### config.mk
export PLATFORM = sky130hd
export DESIGN_NAME = i2c_temp_responder_flat
export DESIGN_NICKNAME = d
export VERILOG_FILES = /design/src/rtl/i2c_temp_responder_if.sv /design/src/rtl/i2c_temp_responder.sv /design/src/flat_wrapper.sv
export SDC_FILE = /design/constraint.sdc
export NUM_CORES = 1
export LEC_CHECK = 0
export ABC_AREA = 0
export BUFFER_PORTS_ARGS = -buffer_cell sky130_fd_sc_hd__buf_2
export CELL_PAD_IN_SITES_DETAIL_PLACEMENT = 0
export CELL_PAD_IN_SITES_GLOBAL_PLACEMENT = 1
export CORE_MARGIN = 1.5
export CORE_UTILIZATION = 46
export CTS_BUF_LIST = sky130_fd_sc_hd__clkbuf_16
export DETAILED_ROUTE_END_ITERATION = 10
export MAX_ROUTING_LAYER = met4
export PLACE_DENSITY = 0.88
export SLEW_MARGIN = 0
export SYNTH_ARGS = -nofsm -noshare
export SYNTH_HDL_FRONTEND = slang
export SYNTH_SLANG_ARGS = --single-unit
### constraint.sdc
create_clock -name clk_100MHz -period 2.6 [get_ports clk_100MHz]
set_input_delay 0.13 -clock clk_100MHz [delete_from_list [all_inputs] [get_ports clk_100MHz]]
set_output_delay 0.13 -clock clk_100MHz [all_outputs]
set_load 0.1 [all_outputs]
### src/rtl/i2c_temp_responder_if.sv
// ---------------------------------------------------------------------------
// i2c_temp_responder_if
//   Pad-side I2C bus bundle for the temperature-sensor responder.
//   scl_in : raw SCL seen at the pad (asynchronous to the system clock)
//   sda_in : raw SDA seen at the pad (wired-AND of every open-drain driver)
//   sda_oe : 1 = target pulls SDA low, 0 = target releases SDA
//   Modport slave  : the responder (samples SCL/SDA, drives sda_oe).
//   Modport master : the bus side (drives SCL/SDA, observes sda_oe).
// ---------------------------------------------------------------------------
interface i2c_temp_responder_if;
    logic scl_in;
    logic sda_in;
    logic sda_oe;

    modport slave (
        input  scl_in,
        input  sda_in,
        output sda_oe
    );

    modport master (
        output scl_in,
        output sda_in,
        input  sda_oe
    );
endinterface

### src/rtl/i2c_temp_responder.sv
// ---------------------------------------------------------------------------
// i2c_temp_responder
//   I2C target that stands in for the on-board temperature sensor. A read at
//   address ADDR returns a 16-bit temperature word MSB byte first, repeating
//   MSB,LSB,MSB,... while the master keeps ACKing. Written bytes are ACKed
//   and handed to local logic. SCL is never stretched.
//
//   Ports
//     clk_100MHz : system clock, all logic on the rising edge
//     rst_n      : asynchronous active-low reset
//     bus        : pad-side bus (scl_in, sda_in in; sda_oe out)
//     temp_in    : live temperature word, snapshotted at address match
//     wr_data    : last byte received in a write transfer
//     wr_valid   : 1-cycle pulse, wr_data valid
//     rd_done    : 1-cycle pulse when the master NACKs a read byte
//     busy       : high from address match until STOP/NACK/mismatch
// ---------------------------------------------------------------------------
module i2c_temp_responder #(
    parameter logic [6:0] ADDR     = 7'h4B,
    parameter int         SYNC_STG = 2
) (
    input  logic                    clk_100MHz,
    input  logic                    rst_n,
    i2c_temp_responder_if.slave     bus,
    input  logic [15:0]             temp_in,
    output logic [7:0]              wr_data,
    output logic                    wr_valid,
    output logic                    rd_done,
    output logic                    busy
);

    typedef enum logic [2:0] {
        S_IDLE,
        S_ADDR,
        S_ADDR_ACK,
        S_TX,
        S_TX_ACK,
        S_RX,
        S_RX_ACK
    } state_t;

    // Synchronizers and edge-detect flops, preset to the idle-bus level
    logic [SYNC_STG-1:0] r_scl_sync;
    logic [SYNC_STG-1:0] r_sda_sync;
    logic                r_scl_d;
    logic                r_sda_d;

    state_t      r_state;
    logic [2:0]  r_bit_cnt;
    logic        r_got8;      // eight data bits seen; next SCL fall ends the byte
    logic [7:0]  r_shift;
    logic [7:0]  r_tx_shift;
    logic [15:0] r_tx_word;
    logic        r_byte_sel;  // 0 = MSB byte, 1 = LSB byte
    logic        r_rw;
    logic        r_sda_oe;
    logic        r_busy;
    logic        r_wr_valid;
    logic        r_rd_done;
    logic [7:0]  r_wr_data;

    logic       w_scl;
    logic       w_sda;
    logic       w_scl_rise;
    logic       w_scl_fall;
    logic       w_start;
    logic       w_stop;
    logic [7:0] w_tx_byte;

    assign w_scl      = r_scl_sync[SYNC_STG-1];
    assign w_sda      = r_sda_sync[SYNC_STG-1];
    assign w_scl_rise = w_scl & ~r_scl_d;
    assign w_scl_fall = ~w_scl & r_scl_d;
    // SCL must be high in both the previous and current sample so that an
    // SDA change coinciding with an SCL edge is never mistaken for START/STOP.
    assign w_start    = w_scl & r_scl_d & r_sda_d & ~w_sda;
    assign w_stop     = w_scl & r_scl_d & ~r_sda_d & w_sda;
    assign w_tx_byte  = r_byte_sel ? r_tx_word[7:0] : r_tx_word[15:8];

    assign bus.sda_oe = r_sda_oe;
    assign wr_data    = r_wr_data;
    assign wr_valid   = r_wr_valid;
    assign rd_done    = r_rd_done;
    assign busy       = r_busy;

    always_ff @(posedge clk_100MHz or negedge rst_n) begin
        if (!rst_n) begin
            r_scl_sync <= '1;
            r_sda_sync <= '1;
            r_scl_d    <= 1'b1;
            r_sda_d    <= 1'b1;
        end else begin
            r_scl_sync <= {r_scl_sync[SYNC_STG-2:0], bus.scl_in};
            r_sda_sync <= {r_sda_sync[SYNC_STG-2:0], bus.sda_in};
            r_scl_d    <= w_scl;
            r_sda_d    <= w_sda;
        end
    end

    always_ff @(posedge clk_100MHz or negedge rst_n) begin
        if (!rst_n) begin
            r_state    <= S_IDLE;
            r_bit_cnt  <= 3'd0;
            r_got8     <= 1'b0;
            r_shift    <= 8'h00;
            r_tx_shift <= 8'h00;
            r_tx_word  <= 16'h0000;
            r_byte_sel <= 1'b0;
            r_rw       <= 1'b0;
            r_sda_oe   <= 1'b0;
            r_busy     <= 1'b0;
            r_wr_valid <= 1'b0;
            r_rd_done  <= 1'b0;
            r_wr_data  <= 8'h00;
        end else begin
            r_wr_valid <= 1'b0;
            r_rd_done  <= 1'b0;

            if (w_stop) begin
                r_state   <= S_IDLE;
                r_sda_oe  <= 1'b0;
                r_busy    <= 1'b0;
                r_bit_cnt <= 3'd0;
                r_got8    <= 1'b0;
            end else if (w_start) begin
                // START or repeated START: abandon whatever was in flight
                r_state   <= S_ADDR;
                r_sda_oe  <= 1'b0;
                r_busy    <= 1'b0;
                r_bit_cnt <= 3'd0;
                r_got8    <= 1'b0;
            end else begin
                case (r_state)
                    S_IDLE: begin
                        r_sda_oe <= 1'b0;
                    end

                    // The SCL fall that follows START has r_got8=0 and is ignored
                    S_ADDR: begin
                        if (w_scl_rise) begin
                            r_shift   <= {r_shift[6:0], w_sda};
                            r_bit_cnt <= r_bit_cnt + 3'd1;
                            if (r_bit_cnt == 3'd7) r_got8 <= 1'b1;
                        end else if (w_scl_fall && r_got8) begin
                            r_got8 <= 1'b0;
                            if (r_shift[7:1] == ADDR) begin
                                r_state    <= S_ADDR_ACK;
                                r_sda_oe   <= 1'b1;
                                r_busy     <= 1'b1;
                                r_tx_word  <= temp_in;
                                r_byte_sel <= 1'b0;
                                r_rw       <= r_shift[0];
                            end else begin
                                r_state <= S_IDLE;
                            end
                        end
                    end

                    S_ADDR_ACK: begin
                        if (w_scl_fall) begin
                            r_bit_cnt <= 3'd0;
                            if (r_rw) begin
                                r_state    <= S_TX;
                                r_sda_oe   <= ~w_tx_byte[7];
                                r_tx_shift <= {w_tx_byte[6:0], 1'b0};
                            end else begin
                                r_state  <= S_RX;
                                r_sda_oe <= 1'b0;
                            end
                        end
                    end

                    S_TX: begin
                        if (w_scl_rise) begin
                            r_bit_cnt <= r_bit_cnt + 3'd1;
                            if (r_bit_cnt == 3'd7) r_got8 <= 1'b1;
                        end else if (w_scl_fall) begin
                            if (r_got8) begin
                                r_got8   <= 1'b0;
                                r_sda_oe <= 1'b0;
                                r_state  <= S_TX_ACK;
                            end else begin
                                r_sda_oe   <= ~r_tx_shift[7];
                                r_tx_shift <= {r_tx_shift[6:0], 1'b0};
                            end
                        end
                    end

                    // byte_sel flips on the ACK rise so the following fall
                    // already sees the next byte through w_tx_byte
                    S_TX_ACK: begin
                        if (w_scl_rise) begin
                            if (w_sda) begin
                                r_rd_done <= 1'b1;
                                r_busy    <= 1'b0;
                                r_state   <= S_IDLE;
                            end else begin
                                r_byte_sel <= ~r_byte_sel;
                            end
                        end else if (w_scl_fall) begin
                            r_state    <= S_TX;
                            r_bit_cnt  <= 3'd0;
                            r_sda_oe   <= ~w_tx_byte[7];
                            r_tx_shift <= {w_tx_byte[6:0], 1'b0};
                        end
                    end

                    S_RX: begin
                        if (w_scl_rise) begin
                            r_shift   <= {r_shift[6:0], w_sda};
                            r_bit_cnt <= r_bit_cnt + 3'd1;
                            if (r_bit_cnt == 3'd7) r_got8 <= 1'b1;
                        end else if (w_scl_fall && r_got8) begin
                            r_got8     <= 1'b0;
                            r_wr_data  <= r_shift;
                            r_wr_valid <= 1'b1;
                            r_sda_oe   <= 1'b1;
                            r_state    <= S_RX_ACK;
                        end
                    end

                    S_RX_ACK: begin
                        if (w_scl_fall) begin
                            r_sda_oe  <= 1'b0;
                            r_bit_cnt <= 3'd0;
                            r_state   <= S_RX;
                        end
                    end

                    default: begin
                        r_state  <= S_IDLE;
                        r_sda_oe <= 1'b0;
                    end
                endcase
            end
        end
    end

endmodule

### src/flat_wrapper.sv
// flat-port wrapper written by rule: the top's interface ports become plain ports
module i2c_temp_responder_flat 
#(
    parameter logic [6:0] ADDR     = 7'h4B,
    parameter int         SYNC_STG = 2
)
  (clk_100MHz, rst_n, temp_in, wr_data, wr_valid, rd_done, busy, bus_scl_in, bus_sda_in, bus_sda_oe);
  i2c_temp_responder_if bus_i ();
  input  logic clk_100MHz;
  input  logic rst_n;
  input  logic [15:0] temp_in;
  output logic [7:0] wr_data;
  output logic wr_valid;
  output logic rd_done;
  output logic busy;
  input wire logic [$bits(bus_i.scl_in)-1:0] bus_scl_in;
  input wire logic [$bits(bus_i.sda_in)-1:0] bus_sda_in;
  output wire logic [$bits(bus_i.sda_oe)-1:0] bus_sda_oe;
  assign bus_i.scl_in = bus_scl_in;
  assign bus_i.sda_in = bus_sda_in;
  assign bus_sda_oe = bus_i.sda_oe;
  i2c_temp_responder #(.ADDR(ADDR), .SYNC_STG(SYNC_STG)) u_core (.clk_100MHz(clk_100MHz), .rst_n(rst_n), .bus(bus_i), .temp_in(temp_in), .wr_data(wr_data), .wr_valid(wr_valid), .rd_done(rd_done), .busy(busy));
endmodule
; Word level (Yosys, flattened, before mapping)
; Index checks and enable logic that the tools add are counted.
[classes]
n_addsub = 1
eq_ne = 40
mux = 76
n_bitwise = 17
n_reduce_logical = 20
[op_table]
columns = op, n
row1 = 8-bit 2-to-1 mux, 8
row2 = 3-bit 2-to-1 mux, 20
row3 = "4-bit by 1-bit inequality test with 1-bit output, second input constant", 11
row4 = 1-bit 2-to-1 mux, 40
row5 = 8-bit case mux with 3 select lines, 1
row6 = 3-bit case mux with 7 select lines, 1
row7 = "4-bit inequality test, second input constant", 4
row8 = "5-bit by 1-bit inequality test with 1-bit output, second input constant", 3
row9 = "2-bit by 1-bit inequality test with 1-bit output, second input constant", 7
row10 = "3-bit == test, second input constant", 4
row11 = 12-bit AND reduction, 1
row12 = 6-bit AND reduction, 2
row13 = 11-bit AND reduction, 1
row14 = "2-bit inequality test, second input constant", 5
row15 = 1-bit inverter, 10
row16 = 10-bit AND reduction, 1
row17 = 3-bit case mux with 3 select lines, 1
row18 = 8-bit AND reduction, 1
row19 = 4-bit nonzero test, 2
row20 = 1-bit bitwise AND, 7
row21 = "7-bit == test, second input constant", 1
row22 = "3-bit by 2-bit == test with 1-bit output, second input constant", 2
row23 = 1-bit case mux with 2 select lines, 3
row24 = 1-bit case mux with 6 select lines, 1
row25 = other kinds (15), 17
[totals]
regBits = 59
inputBits = 20
out_inout_bits = 12
wordCells = 171

; Longest topological paths before layout
; Gate-level depths: netlist of run 1.
[logic_depth]
ltp_word = 8
depth_mapped = 7
depth_no_buf = 5

; Least setup slack after synthesis of run 1
; OpenSTA, ideal clock, no wires.
[synth_path]
path_kind = register -> register
from = reg u_core.r_shift[6]
to = reg u_core.r_tx_word[11]
setup_ns = 0.125
arrival_ns = 1.840
required_ns = 2.475
slack_ns = 0.635
path_stages_with_launch = 7
path_buffers = 1
period_less_slack_ns = 1.965
cell_sequence = dfrtp_1 nor4bb_1 nand4b_1 or4_4 nor2_8 buf_12 mux2_4
[synth_via]
elab_chain_cells = 2
[synth_rtl]
columns = item, line
row1 = start: declaration, i2c_temp_responder.sv:51  ; logic [7:0] r_shift;
row2 = start signal: assignment, i2c_temp_responder.sv:141  ; r_shift <= {r_shift[6:0], w_sda};
row3 = start signal: assignment, i2c_temp_responder.sv:210  ; r_shift <= {r_shift[6:0], w_sda};
row4 = 7-bit == test, i2c_temp_responder.sv:146  ; if (r_shift[7:1] == ADDR) begin
row5 = 6-bit AND reduction (no line), -
row6 = end signal: assignment, i2c_temp_responder.sv:150  ; r_tx_word <= temp_in;
row7 = end: declaration, i2c_temp_responder.sv:53  ; logic [15:0] r_tx_word;
; No other way between the ends.
; A chain may end at the register's enable or synchronous reset.

; Final worst setup path of run 1
[layout_path]
from = reg u_core.r_shift[6]
to = reg u_core.r_tx_word[1]
; The elaborated chain is that of the path after synthesis.

==> results.txt, run 1 <==
----------------------------------------------------
[Cells and area]
  Area growth syn-to-layout ... 18.9%
  Number of fill cells in the layout ... 471
  Layout Cells excl Fill ... 354
  Antenna fix cells ... 0
  Final nets ... 296
  Layout cell share with drive strength beyond 1 ... 33.0%

[Critical path]
  Cells along the critical path ... nor4bb_1, nand4b_1, or4_4, nor2_8, mux2_2
  Number of logic stages on the critical path including buffering ... 5
  Gate family responsible for the most delay along the worst path ... simple AND/OR/NAND/NOR gates
  Startpoint-to-endpoint class of the critical path ... reg2reg
  Slowest cell delay on critical path ... 490 ps
  Crit path required time ... 2810 ps
  Slowest library cell on the worst path ... sky130_fd_sc_hd__or4_4
  Critical path endpoint category ... flop
  Arrival time reported for the critical path endpoint ... 2330 ps
  Depth of the most critical reg-to-reg path ... 5
  Maximum fanout count along the critical path ... 17
  Kind of start point of the critical path ... flop
  Count of buffer and inverter cells on the critical path ... 0

[Power]
  Relative contribution of sequential cells to total power ... 40.2%
  Comb power frac ... 18.0%
  Worst-case vdd ir drop ... 0.000422 V
  Static Leakage ... 1.57 nW
  Reported net switching power ... 0.000747 W
  Pwr dens ... 794 nW/µm²
  Sw Ratio ... 28.6%
  Internal Power ... 0.00186 W
  Clock network power share ... 41.8%
  Overall power consumption ... 0.00261 W

[Outcome]
  Result of the run ... finished, violations left
  Violated checks ... negative hold slack

[Timing]
  Final max-slew violation count ... 0
  Skew final ... 7.31 ps
  Final setup violation count ... 0
  Max frequency ... 470 MHz
  Final period demand of the worst path ... 2130 ps
  Share of the clock period used by the worst path after layout ... 81.8%
  Setup TNS ... 0 ps
  Worst slew margin relative to its limit ... 36.3%
  Worst hold margin ... -32.9 ps
  Final Hold Viols ... 38
  Transition time at the pin with the least slew margin ... 955 ps
  Setup ws final ... 473 ps
  Unrepaired setup endpoints after global routing ... no

[Clock network]
  Clock-pin slew reported for the worst setup and hold paths after clock tree synthesis ... 50 ps
  Number of buffers inserted during clock tree synthesis ... 9
  CTS Buffer Depth ... 2
  Latest clock arrival within the worst-skew pair ... 320 ps
  Number of sinks handled by clock tree synthesis ... 58
  Clock root buffer ... sky130_fd_sc_hd__clkbuf_16
  Htree depth ... 3
  Number of setup buffers added after CTS ... 0
  TritonCTS clock tree ... done

[Logic synthesis]
  Predominant post-synthesis flop cell ... sky130_fd_sc_hd__dfrtp_1
  Total standard cell area after synthesis ... 2770 µm²
  Library cell occupying the most area in the post-synthesis netlist ... sky130_fd_sc_hd__dfrtp_1
  Fraction of synthesis flops using an asynchronous set or reset pin ... 100%
  Number of flops mapped to enable cells by yosys ... 0
  Sequential element share of the synthesized area ... 52.8%
  Fraction of post-synthesis cell area in the top cell type by area ... 47.1%
  Yosys synthesis warning count ... 0
  Synth cell count leaders ... 52 x sky130_fd_sc_hd__dfrtp_1, 25 x sky130_fd_sc_hd__mux2_2, 22 x sky130_fd_sc_hd__nand2_1
  Yosys cell types ... 44
  Synth top area cells ... sky130_fd_sc_hd__dfrtp_1 47%, sky130_fd_sc_hd__mux2_2 10%, sky130_fd_sc_hd__dfstp_2 5.7%, sky130_fd_sc_hd__mux2_4 5.4%, sky130_fd_sc_hd__o21ai_0 3.4%
  Count leader, synth ... sky130_fd_sc_hd__dfrtp_1
  Gate count after technology mapping ... 236
  Synthesized area per cell ... 11.7 µm²
  Number of nets produced by synthesis ... 258
  Number of flip-flops and latches in the synthesized netlist ... 58

[Placement]
  RD Place Congestion ... 0.909
  Cell Count Post-Placement ... 336
  Count of buffers inserted at the top-level ports ... 31
  Placement Setup Slack ... 477 ps
  HPWL after detailed placement ... 3.57 mm

[Floorplan]
  Boundary Pins ... 32
  Standard cell core area ... 5850 µm²
  Initial core utilization ... 47.3%
  Width of the die ... 80.5 µm
  Row cnt ... 28
  Die height ... 80.5 µm
  Die Area ... 6490 µm²

[Global route]
  Met3 track utilization from global routing ... 5.00%
  Global routing met2 resource utilization ... 25.7%
  Global-route wire length before repair ... 8.80 mm
  Top Usage Layer GRT ... met2
  Number of antenna violations at the first check in global routing ... 0
  Maximum number of pins on one net before global-route repair ... 46
  GR met1 Demand/Resource ... 25.5%
  Via count of the first global-routing pass ... 1,831
  Overall routing resource usage ... 18.6%
  Leftover overflow at the end of global routing ... 0

[Detailed routing]
  Per-cell via count in the routed design ... 5.44
  Wirelength, routed ... 5.29 mm
  Post-DR wirelength/cell ... 14.9 µm
  Residual DRC ... 0
  Vias after detailed routing ... 1,925
  Number of detailed-route iterations in the first pass ... 4
  Number of routed nets with antenna violations ... 0
  1st-iter DRT viols ... 154

[Flow run]
  Max capacitance violation total ... 0

[Hold path]
  Hold/Removal Path Class ... in2async

----------------------------------------------------
-- per-stage QoR --
stage | util [%] | cell area, µm²
after floorplan | - | 2770
after global placement | 51.1 | 2990
after detailed placement | 51.1 | 2990
after CTS | 56.2 | 3290
after global routing | 56.2 | 3290
final | 56.2 | 3290
-- metal layers --
metal	part of all wire (%)	wire, µm	vias to the layer above
met4	1.7	89	0
met5	0	0	-
met3	4.8	256	9
met1	48	2540	931
met2	46	2410	52
li1	-	-	933
-- cells in the final DEF (no fill, tap or decap), types with 6 or more instances in the layout --
| cell | instances |
|---|---|
| sky130_fd_sc_hd__o21ai_0 | 19 |
| sky130_fd_sc_hd__buf_2 | 31 |
| sky130_fd_sc_hd__dfstp_2 | 6 |
| sky130_fd_sc_hd__mux2_2 | 25 |
| sky130_fd_sc_hd__mux2_4 | 10 |
| sky130_fd_sc_hd__mux2i_1 | 9 |
| sky130_fd_sc_hd__a21oi_1 | 12 |
| sky130_fd_sc_hd__clkbuf_16 | 9 |
| sky130_fd_sc_hd__inv_1 | 9 |
| sky130_fd_sc_hd__nand2_1 | 22 |
| sky130_fd_sc_hd__dfrtp_1 | 52 |
| sky130_fd_sc_hd__nor2_1 | 9 |
-- power groups by stage --
| stage | Combinational (W) | Sequential, W | Clock [W] |
|---|---|---|---|
| 6_report | 0.000470 | 0.00105 | 0.00109 |
| 5_1_grt | 0.000510 | 0.00106 | 0.00116 |
| 4_1_cts | 0.000472 | 0.00105 | 0.00111 |
| 3_5_place_dp | 0.000464 | 0.00106 | 0 |
| 3_3_place_gp | 0.000461 | 0.00106 | 0 |
| 2_1_floorplan | 0.000282 | 0.00112 | 0 |
-- flip-flops by register name, indices dropped and copies added (netlist names) --
signal and count:
u_core.r_tx_word 16, u_core.r_shift 8, u_core.wr_data 8, u_core.r_tx_shift 7, u_core.r_bit_cnt 3, u_core.r_state 3, u_core.r_scl_sync 2, u_core.r_sda_sync 2
u_core.bus.sda_oe 1, u_core.busy 1, u_core.r_byte_sel 1, u_core.r_got8 1, u_core.r_rw 1, u_core.r_scl_d 1, u_core.r_sda_d 1, u_core.rd_done 1
u_core.wr_valid 1
-- path summary, 6_finish.rpt --
| check | endpoint | slack, ps | startpoint |
|---|---|---|---|
| min in group clk_100MHz | u_core.r_tx_word[15] | 40 | temp_in[15] |
| worst max register to register | u_core.r_tx_word[1] | 470 | u_core.r_shift[6] |
| worst min register to register | u_core.r_sda_sync[1] | 350 | u_core.r_sda_sync[0] |
| worst max-delay path | u_core.r_tx_word[1] | 470 | u_core.r_shift[6] |
| max in group asynchronous | u_core.r_tx_shift[5] | 1890 | rst_n |
| worst min-delay path | u_core.r_shift[7] | -30 | rst_n |
-- what timing repair did --
item	4_1_cts	5_1_grt
hold buffers	2	0
endpoints found under the hold margin	2	0
gates resized for setup	0	0
-- area by class of cell --
cell class | count | area (µm²) | area share [%]
clock buffer | 9 | 225 | 6.85
multi-input combinational | 161 | 1220 | 37.2
clock inverter | 7 | 55.1 | 1.67
sequential | 58 | 1460 | 44.4
tap | 75 | 93.8 | 2.85
timing repair buffer | 37 | 205 | 6.24
inverter | 7 | 26.3 | 0.799
-- logic make-up after synthesis --
logic type | Yosys count | share of synthesized area [%]
compound gates | 51 | 11.4
xor+xnor | 2 | 0.634
fa+ha+maj | 2 | 0.905
buf+inv | 17 | 2.99
flops | 58 | 52.8
mux | 44 | 18.9
simple gates | 62 | 12.5
Power figures use the tool's default switching activity.
==> run 2, diff against run 1 <==
==> constraint.sdc (replaced) <==
create_clock -name clk_100MHz -period 2.1 [get_ports clk_100MHz]
set_input_delay 0.105 -clock clk_100MHz [delete_from_list [all_inputs] [get_ports clk_100MHz]]
set_output_delay 0.105 -clock clk_100MHz [all_outputs]
set_load 0.1 [all_outputs]
==> results.txt, run 2 (same netlist as run 1, synthesis figures left out) <==
----------------------------------------------------
[Outcome]
  Result of the run ... finished clean

[Power]
  Overall power consumption ... 0.00314 W (+20%)
  Internal Power ... 0.00221 W (+19%)
  Sw Ratio ... 29.5% (+0.84 points)
  Reported net switching power ... 0.000924 W (+24%)
  Relative contribution of sequential cells to total power ... 40.6% (+0.4 points)
  Pwr dens ... 912 nW/µm² (+15%)
  Static Leakage ... 1.65 nW (+4.6%)
  Comb power frac ... 20.3% (+2.3 points)
  Worst-case vdd ir drop ... 0.000698 V (+65%)
  Clock network power share ... 39.2% (-2.6 points)

[Critical path]
  Slowest cell delay on critical path ... 490 ps (about the same)
  Worst reg2reg startpoint ... u_core.r_shift[5]
  Depth of the most critical reg-to-reg path ... 6 (+1)
  Worst setup slack for register-to-register paths ... 40 ps (-430 ps)
  Capturing element of the worst setup path ... u_core.r_rw
  Startpoint-to-endpoint class of the critical path ... reg2reg
  Endpoint of the most critical register-to-register path ... u_core.r_rw
  Crit path required time ... 2300 ps (-510 ps)
  Arrival time reported for the critical path endpoint ... 2260 ps (-70 ps)
  Kind of start point of the critical path ... flop
  Critical path endpoint category ... flop
  Cells along the critical path ... nor4bb_2, nand4b_1, or4_4, nor2_8, buf_12, mux2_2
  Slowest library cell on the worst path ... sky130_fd_sc_hd__or4_4
  Maximum fanout count along the critical path ... 10 (-7)
  Timing startpoint of the critical path ... u_core.r_shift[5]

[Floorplan]
  Standard cell core area ... 5850 µm² (unchanged)
  Die height ... 80.5 µm (unchanged)
  Initial core utilization ... 47.3% (unchanged)
  Row cnt ... 28 (unchanged)
  Width of the die ... 80.5 µm (unchanged)
  Die Area ... 6490 µm² (unchanged)
  Boundary Pins ... 32 (unchanged)

[Timing]
  Final period demand of the worst path ... 2060 ps (-71.9 ps)
  Skew final ... 7.05 ps (-0.261 ps)
  Final setup violation count ... 0 (unchanged)
  Final max-slew violation count ... 0 (unchanged)
  Final Hold Viols ... 0 (-100%)
  Setup TNS ... 0 ps (unchanged)
  Worst slew margin relative to its limit ... 58.2% (+22 points)
  Setup ws final ... 44.7 ps (-428 ps)
  Share of the clock period used by the worst path after layout ... 97.9% (+16 points)
  Transition time at the pin with the least slew margin ... 627 ps (-328 ps)
  Unrepaired setup endpoints after global routing ... yes
  Max frequency ... 487 MHz (+3.5%)

[Detailed routing]
  1st-iter DRT viols ... 121 (-21%)
  Post-DR wirelength/cell ... 14.6 µm (-2.1%)
  Per-cell via count in the routed design ... 5.40 (-0.73%)
  Vias after detailed routing ... 1,992 (+3.5%)
  Number of routed nets with antenna violations ... 0 (unchanged)
  Wirelength, routed ... 5.40 mm (+2.1%)
  Number of detailed-route iterations in the first pass ... 4 (unchanged)
  Residual DRC ... 0 (unchanged)

[Clock network]
  TritonCTS clock tree ... done
  Htree depth ... 3 (unchanged)
  Number of buffers inserted during clock tree synthesis ... 9 (unchanged)
  Latest clock arrival within the worst-skew pair ... 320 ps (about the same)
  Number of sinks handled by clock tree synthesis ... 58 (unchanged)
  Clock root buffer ... sky130_fd_sc_hd__clkbuf_16
  CTS Buffer Depth ... 2 (unchanged)
  Clock-pin slew reported for the worst setup and hold paths after clock tree synthesis ... 50 ps (about the same)

[Global route]
  Overall routing resource usage ... 20.1% (+1.5 points)
  Maximum number of pins on one net before global-route repair ... 32 (-30%)
  Number of antenna violations at the first check in global routing ... 0 (unchanged)
  Via count of the first global-routing pass ... 1,909 (+4.3%)
  Leftover overflow at the end of global routing ... 0 (unchanged)
  Global-route wire length before repair ... 9.27 mm (+5.3%)

[Placement]
  Placement Setup Slack ... 54.0 ps (-423 ps)
  RD Place Congestion ... 0.921 (+1.3%)
  Cell Count Post-Placement ... 346 (+3.0%)
  HPWL after detailed placement ... 3.90 mm (+9.3%)
  Count of buffers inserted at the top-level ports ... 31 (unchanged)

[Cells and area]
  Layout cell share with drive strength beyond 1 ... 36.7% (+3.8 points)
  Max reg flops ... 16 (unchanged)
  Final nets ... 311 (+5.1%)
  Top reg by flops ... u_core.r_tx_word
  Sequential Area ... 1460 µm² (unchanged)
  Most common cell after layout, fill and taps aside ... sky130_fd_sc_hd__dfrtp_1
  Antenna fix cells ... 0 (unchanged)
  Layout Cells excl Fill ... 369 (+4.2%)
  Area growth syn-to-layout ... 24.4%
  Leading cell types in the layout, fill and taps excluded ... 52 x sky130_fd_sc_hd__dfrtp_1, 31 x sky130_fd_sc_hd__buf_2, 24 x sky130_fd_sc_hd__mux2_2
  Number of fill cells in the layout ... 472 (+0.21%)
  Area of combinational cells with multiple inputs ... 1240 µm² (+1.5%)

[Hold path]
  Worst hold path depth ... 2
  Hold/Removal Path Class ... in2reg

[Flow run]
  Max capacitance violation total ... 0 (unchanged)

----------------------------------------------------
## run 2: per-layer routing
metal	vias up	wire, µm	global-route usage [%]
li1	966	-	-
met1	950	2450	27.0
met2	69	2510	27.9
met3	7	347	7.27
met4	0	87	7.59
met5	-	0	-
## run 2: critical path, delay by kind of cell (launching register included)
| kind | cells | cell delay (ps) |
|---|---|---|
| buffers and inverters | 1 | 150 |
| DFF | 1 | 390 |
| muxes | 1 | 340 |
| and+or+nand+nor | 4 | 1060 |
## run 2: through the flow
| stage | hold WS [ps] | utilization, % | cell area [µm²] |
|---|---|---|---|
| after floorplan | -191 | - | 2770 |
| after global placement | 160 | 53.0 | 3100 |
| after detailed placement | 160 | 53.0 | 3100 |
| after CTS | 0.775 | 57.9 | 3390 |
| after global routing | 1.18 | 58.8 | 3440 |
| final | 11.2 | 58.8 | 3440 |
## run 2: final cells by class
class | instances | share of cell area (%)
flip-flops and latches | 58 | 42.4
multi-input cells | 161 | 36.1
repair buffers | 52 | 10.5
clock buffers | 9 | 6.55
well taps | 75 | 2.73
clock inverters | 7 | 0.946
inverters | 7 | 0.764
## run 2: worst min path at each step
stage,start,endpoint,slack (ps)
finish,temp_in[3],u_core.r_tx_word[3],10
global placement,rst_n,u_core.r_bit_cnt[2],160
floorplan,rst_n,u_core.bus.sda_oe,-190
global route,temp_in[13],u_core.r_tx_word[13],1
CTS,temp_in[3],u_core.r_tx_word[3],0.8
detailed placement,rst_n,u_core.r_bit_cnt[2],160
## run 2: power groups by stage
stage,registers (W),clock network [W],logic [W]
after floorplan,0.00139,0,0.000349
after global placement,0.00128,0,0.000621
after detailed placement,0.00129,0,0.000630
after CTS,0.00127,0.00126,0.000634
after global routing,0.00128,0.00132,0.000697
final,0.00127,0.00123,0.000635
## run 2: what timing repair did
item                                    CTS  global route
resized for setup                         0             4
hold buffers                              3             1
setup buffers                             0             3
endpoints found under the hold margin    23             1
endpoints found under the setup margin    0            21
==> run 3, diff against run 2 <==
--- a/config.mk
+++ b/config.mk
@@ -5,16 +5,16 @@
 export SDC_FILE = /design/constraint.sdc
 export NUM_CORES = 1
 export LEC_CHECK = 0
-export ABC_AREA = 0
+export ABC_AREA = 1
 export BUFFER_PORTS_ARGS = -buffer_cell sky130_fd_sc_hd__buf_2
 export CELL_PAD_IN_SITES_DETAIL_PLACEMENT = 0
 export CELL_PAD_IN_SITES_GLOBAL_PLACEMENT = 1
 export CORE_MARGIN = 1.5
-export CORE_UTILIZATION = 46
+export CORE_UTILIZATION = 40
 export CTS_BUF_LIST = sky130_fd_sc_hd__clkbuf_16
 export DETAILED_ROUTE_END_ITERATION = 10
 export MAX_ROUTING_LAYER = met4
-export PLACE_DENSITY = 0.88
+export PLACE_DENSITY = 0.84
 export SLEW_MARGIN = 0
 export SYNTH_ARGS = -nofsm -noshare
 export SYNTH_HDL_FRONTEND = slang
==> results.txt, run 3 <==
----------------------------------------------------
[Power]
  Overall power consumption ... 0.00311 W (-0.95%)
  Static Leakage ... 1.83 nW (+11%)
  Pwr dens ... 866 nW/µm² (-5.0%)
  Worst-case vdd ir drop ... 0.000408 V (-42%)

[Cells and area]
  Area growth syn-to-layout ... 21.3%
  Top reg by flops ... u_core.r_tx_word
  Layout cell share with drive strength beyond 1 ... 21.4% (-15 points)
  Antenna fix cells ... 0 (unchanged)
  Layout Cells excl Fill ... 514 (+39%)
  Final nets ... 432 (+39%)
  Most common cell after layout, fill and taps aside ... sky130_fd_sc_hd__nand2_1
  Leading cell types in the layout, fill and taps excluded ... 128 x sky130_fd_sc_hd__nand2_1, 52 x sky130_fd_sc_hd__dfrtp_1, 38 x sky130_fd_sc_hd__nand3_1
  Max reg flops ... 16 (unchanged)

[Logic synthesis]
  Library cell occupying the most area in the post-synthesis netlist ... sky130_fd_sc_hd__dfrtp_1
  Yosys synthesis warning count ... 0 (unchanged)
  Synth top area cells ... sky130_fd_sc_hd__dfrtp_1 44%, sky130_fd_sc_hd__nand2_1 16%, sky130_fd_sc_hd__nand3_1 6.4%, sky130_fd_sc_hd__dfstp_2 5.3%, sky130_fd_sc_hd__o21ai_0 4.2%
  Number of flip-flops and latches in the synthesized netlist ... 58 (unchanged)
  Synthesized area per cell ... 7.94 µm² (-32%)
  Predominant post-synthesis flop cell ... sky130_fd_sc_hd__dfrtp_1
  Gate count after technology mapping ... 372 (+58%)
  Number of nets produced by synthesis ... 394 (+53%)
  Number of flops mapped to enable cells by yosys ... 0 (unchanged)
  Total standard cell area after synthesis ... 2950 µm² (+6.8%)
  Fraction of synthesis flops using an asynchronous set or reset pin ... 100% (unchanged)
  Synth cell count leaders ... 128 x sky130_fd_sc_hd__nand2_1, 52 x sky130_fd_sc_hd__dfrtp_1, 38 x sky130_fd_sc_hd__nand3_1
  Fraction of post-synthesis cell area in the top cell type by area ... 44.0% (-3.0 points)
  Count leader, synth ... sky130_fd_sc_hd__nand2_1
  Sequential element share of the synthesized area ... 49.4% (-3.4 points)
  Yosys cell types ... 32 (-27%)

[Flow run]
  Max capacitance violation total ... 0 (unchanged)

[Outcome]
  Result of the run ... finished clean

[Timing]
  Setup TNS ... 0 ps (unchanged)
  Share of the clock period used by the worst path after layout ... 89.3% (-8.6 points)
  Unrepaired setup endpoints after global routing ... no
  Transition time at the pin with the least slew margin ... 484 ps (-143 ps)
  Final Hold Viols ... 0 (unchanged)
  Skew final ... 9.02 ps (+1.97 ps)
  Max frequency ... 534 MHz (+9.7%)
  Final max-slew violation count ... 0 (unchanged)
  Setup ws final ... 226 ps (+181 ps)
  Final period demand of the worst path ... 1870 ps (-181 ps)
  Worst hold margin ... 3.52 ps (-7.70 ps)
  Worst slew margin relative to its limit ... 67.7% (+9.5 points)
  Final setup violation count ... 0 (unchanged)

[Placement]
  RD Place Congestion ... 0.884 (-3.9%)
  Cell Count Post-Placement ... 494 (+43%)
  HPWL after detailed placement ... 4.40 mm (+13%)
  Placement Setup Slack ... 230 ps (+176 ps)
  Count of buffers inserted at the top-level ports ... 31 (unchanged)

[Detailed routing]
  Per-cell via count in the routed design ... 4.81 (-11%)
  Vias after detailed routing ... 2,473 (+24%)
  Post-DR wirelength/cell ... 12.4 µm (-15%)
  Number of routed nets with antenna violations ... 0 (unchanged)
  Wirelength, routed ... 6.40 mm (+18%)
  Number of detailed-route iterations in the first pass ... 4 (unchanged)
  1st-iter DRT viols ... 177 (+46%)
  Residual DRC ... 0 (unchanged)

[Floorplan]
  Die height ... 88.9 µm (+10%)
  Die Area ... 7910 µm² (+22%)
  Row cnt ... 31 (+11%)
  Standard cell core area ... 7210 µm² (+23%)
  Width of the die ... 88.9 µm (+10%)
  Initial core utilization ... 40.9% (-6.3 points)
  Boundary Pins ... 32 (unchanged)

[Clock network]
  Htree depth ... 3 (unchanged)
  Number of setup buffers added after CTS ... 0 (unchanged)
  Clock-pin slew reported for the worst setup and hold paths after clock tree synthesis ... 50 ps (about the same)
  Latest clock arrival within the worst-skew pair ... 330 ps (about the same)
  CTS Buffer Depth ... 2 (unchanged)
  TritonCTS clock tree ... done
  Number of buffers inserted during clock tree synthesis ... 9 (unchanged)
  Clock root buffer ... sky130_fd_sc_hd__clkbuf_16
  # resized after CTS ... 0 (unchanged)
  Number of sinks handled by clock tree synthesis ... 58 (unchanged)

[Critical path]
  Arrival time reported for the critical path endpoint ... 2120 ps (-140 ps)
  Critical path endpoint category ... flop
  Kind of start point of the critical path ... flop
  Crit path required time ... 2350 ps (+50 ps)
  Startpoint-to-endpoint class of the critical path ... reg2reg
  Maximum fanout count along the critical path ... 17 (+7)

[Global route]
  Maximum number of pins on one net before global-route repair ... 59 (+84%)
  Overall routing resource usage ... 19.3% (-0.83 points)
  Number of antenna violations at the first check in global routing ... 0 (unchanged)
  Leftover overflow at the end of global routing ... 0 (unchanged)
  Via count of the first global-routing pass ... 2,355 (+23%)
  Global-route wire length before repair ... 11.1 mm (+20%)

[Hold path]
  Hold/Removal Path Class ... in2reg

----------------------------------------------------
[run 3: per-stage QoR]
step                utilization, %  cell area [µm²]
finish                        49.7             3580
global route                  49.7             3580
CTS                           49.7             3580
detailed placement            44.3             3190
global placement              44.3             3190
floorplan                        -             2950
[run 3: cells by family after synthesis]
kind of cell / Yosys count / share of synthesized area [%]
adders and majority gates: 2 / 0.847
and+or+nand+nor: 217 / 32.6
DFF: 58 / 49.4
muxes: 1 / 0.381
buffers and inverters: 49 / 7.37
AOI/OAI and AO/OA: 45 / 9.40
[run 3: final timing paths]
check	endpoint	startpoint	cells after the start	slack, ps
max reg2reg	u_core.r_tx_shift[1]	u_core.r_state[2]	7	230
min	u_core.r_tx_word[1]	temp_in[1]	3	4
max in group asynchronous	u_core.r_scl_sync[0]	rst_n	3	1480
min in group asynchronous	u_core.r_bit_cnt[0]	rst_n	3	320
max	u_core.r_tx_shift[1]	u_core.r_state[2]	7	230
min reg2reg	u_core.r_sda_sync[1]	u_core.r_sda_sync[0]	0	350
[run 3: per-layer routing]
metal / GRT usage [%] / vias up / share of wire, %
li1: - / 1269 / -
met1: 25.2 / 1128 / 48
met2: 28.8 / 65 / 46
met3: 4.43 / 11 / 3.7
met4: 8.53 / 0 / 1.7
met5: - / - / 0
[run 3: critical path: stages, from the launching register on]
cell                       delay (ps)
sky130_fd_sc_hd__dfrtp_1          490
sky130_fd_sc_hd__clkinv_2         150
sky130_fd_sc_hd__nand3_2          280
sky130_fd_sc_hd__nand3_1          210
sky130_fd_sc_hd__nand2_1           80
sky130_fd_sc_hd__nor2_2           360
sky130_fd_sc_hd__nand3_1          120
sky130_fd_sc_hd__o21ai_0          100
[run 3: power by group]
part | leakage [nW] | total (W) | switching [W] | internal (W)
Combinational | 0.960 | 0.000214 | 0.000154 | 0.0000600
Clock | 0.170 | 0.00172 | 0.000548 | 0.00117
Sequential | 0.701 | 0.00118 | 0.0000243 | 0.00115
Total | 1.83 | 0.00311 | 0.000726 | 0.00238
[run 3: layout make-up]
class	instances	area [µm²]
fill	706	3630
sequential	58	1460
multi-input combinational	265	1280
timing repair buffer	38	230
clock buffer	9	225
inverter	38	144
clock inverter	7	125
tap	99	124
[run 3: timing repair]
item / in CTS / in global routing
setup endpoints to repair: 0 / 0
hold endpoints to repair: 55 / 0
hold buffers: 4 / 0
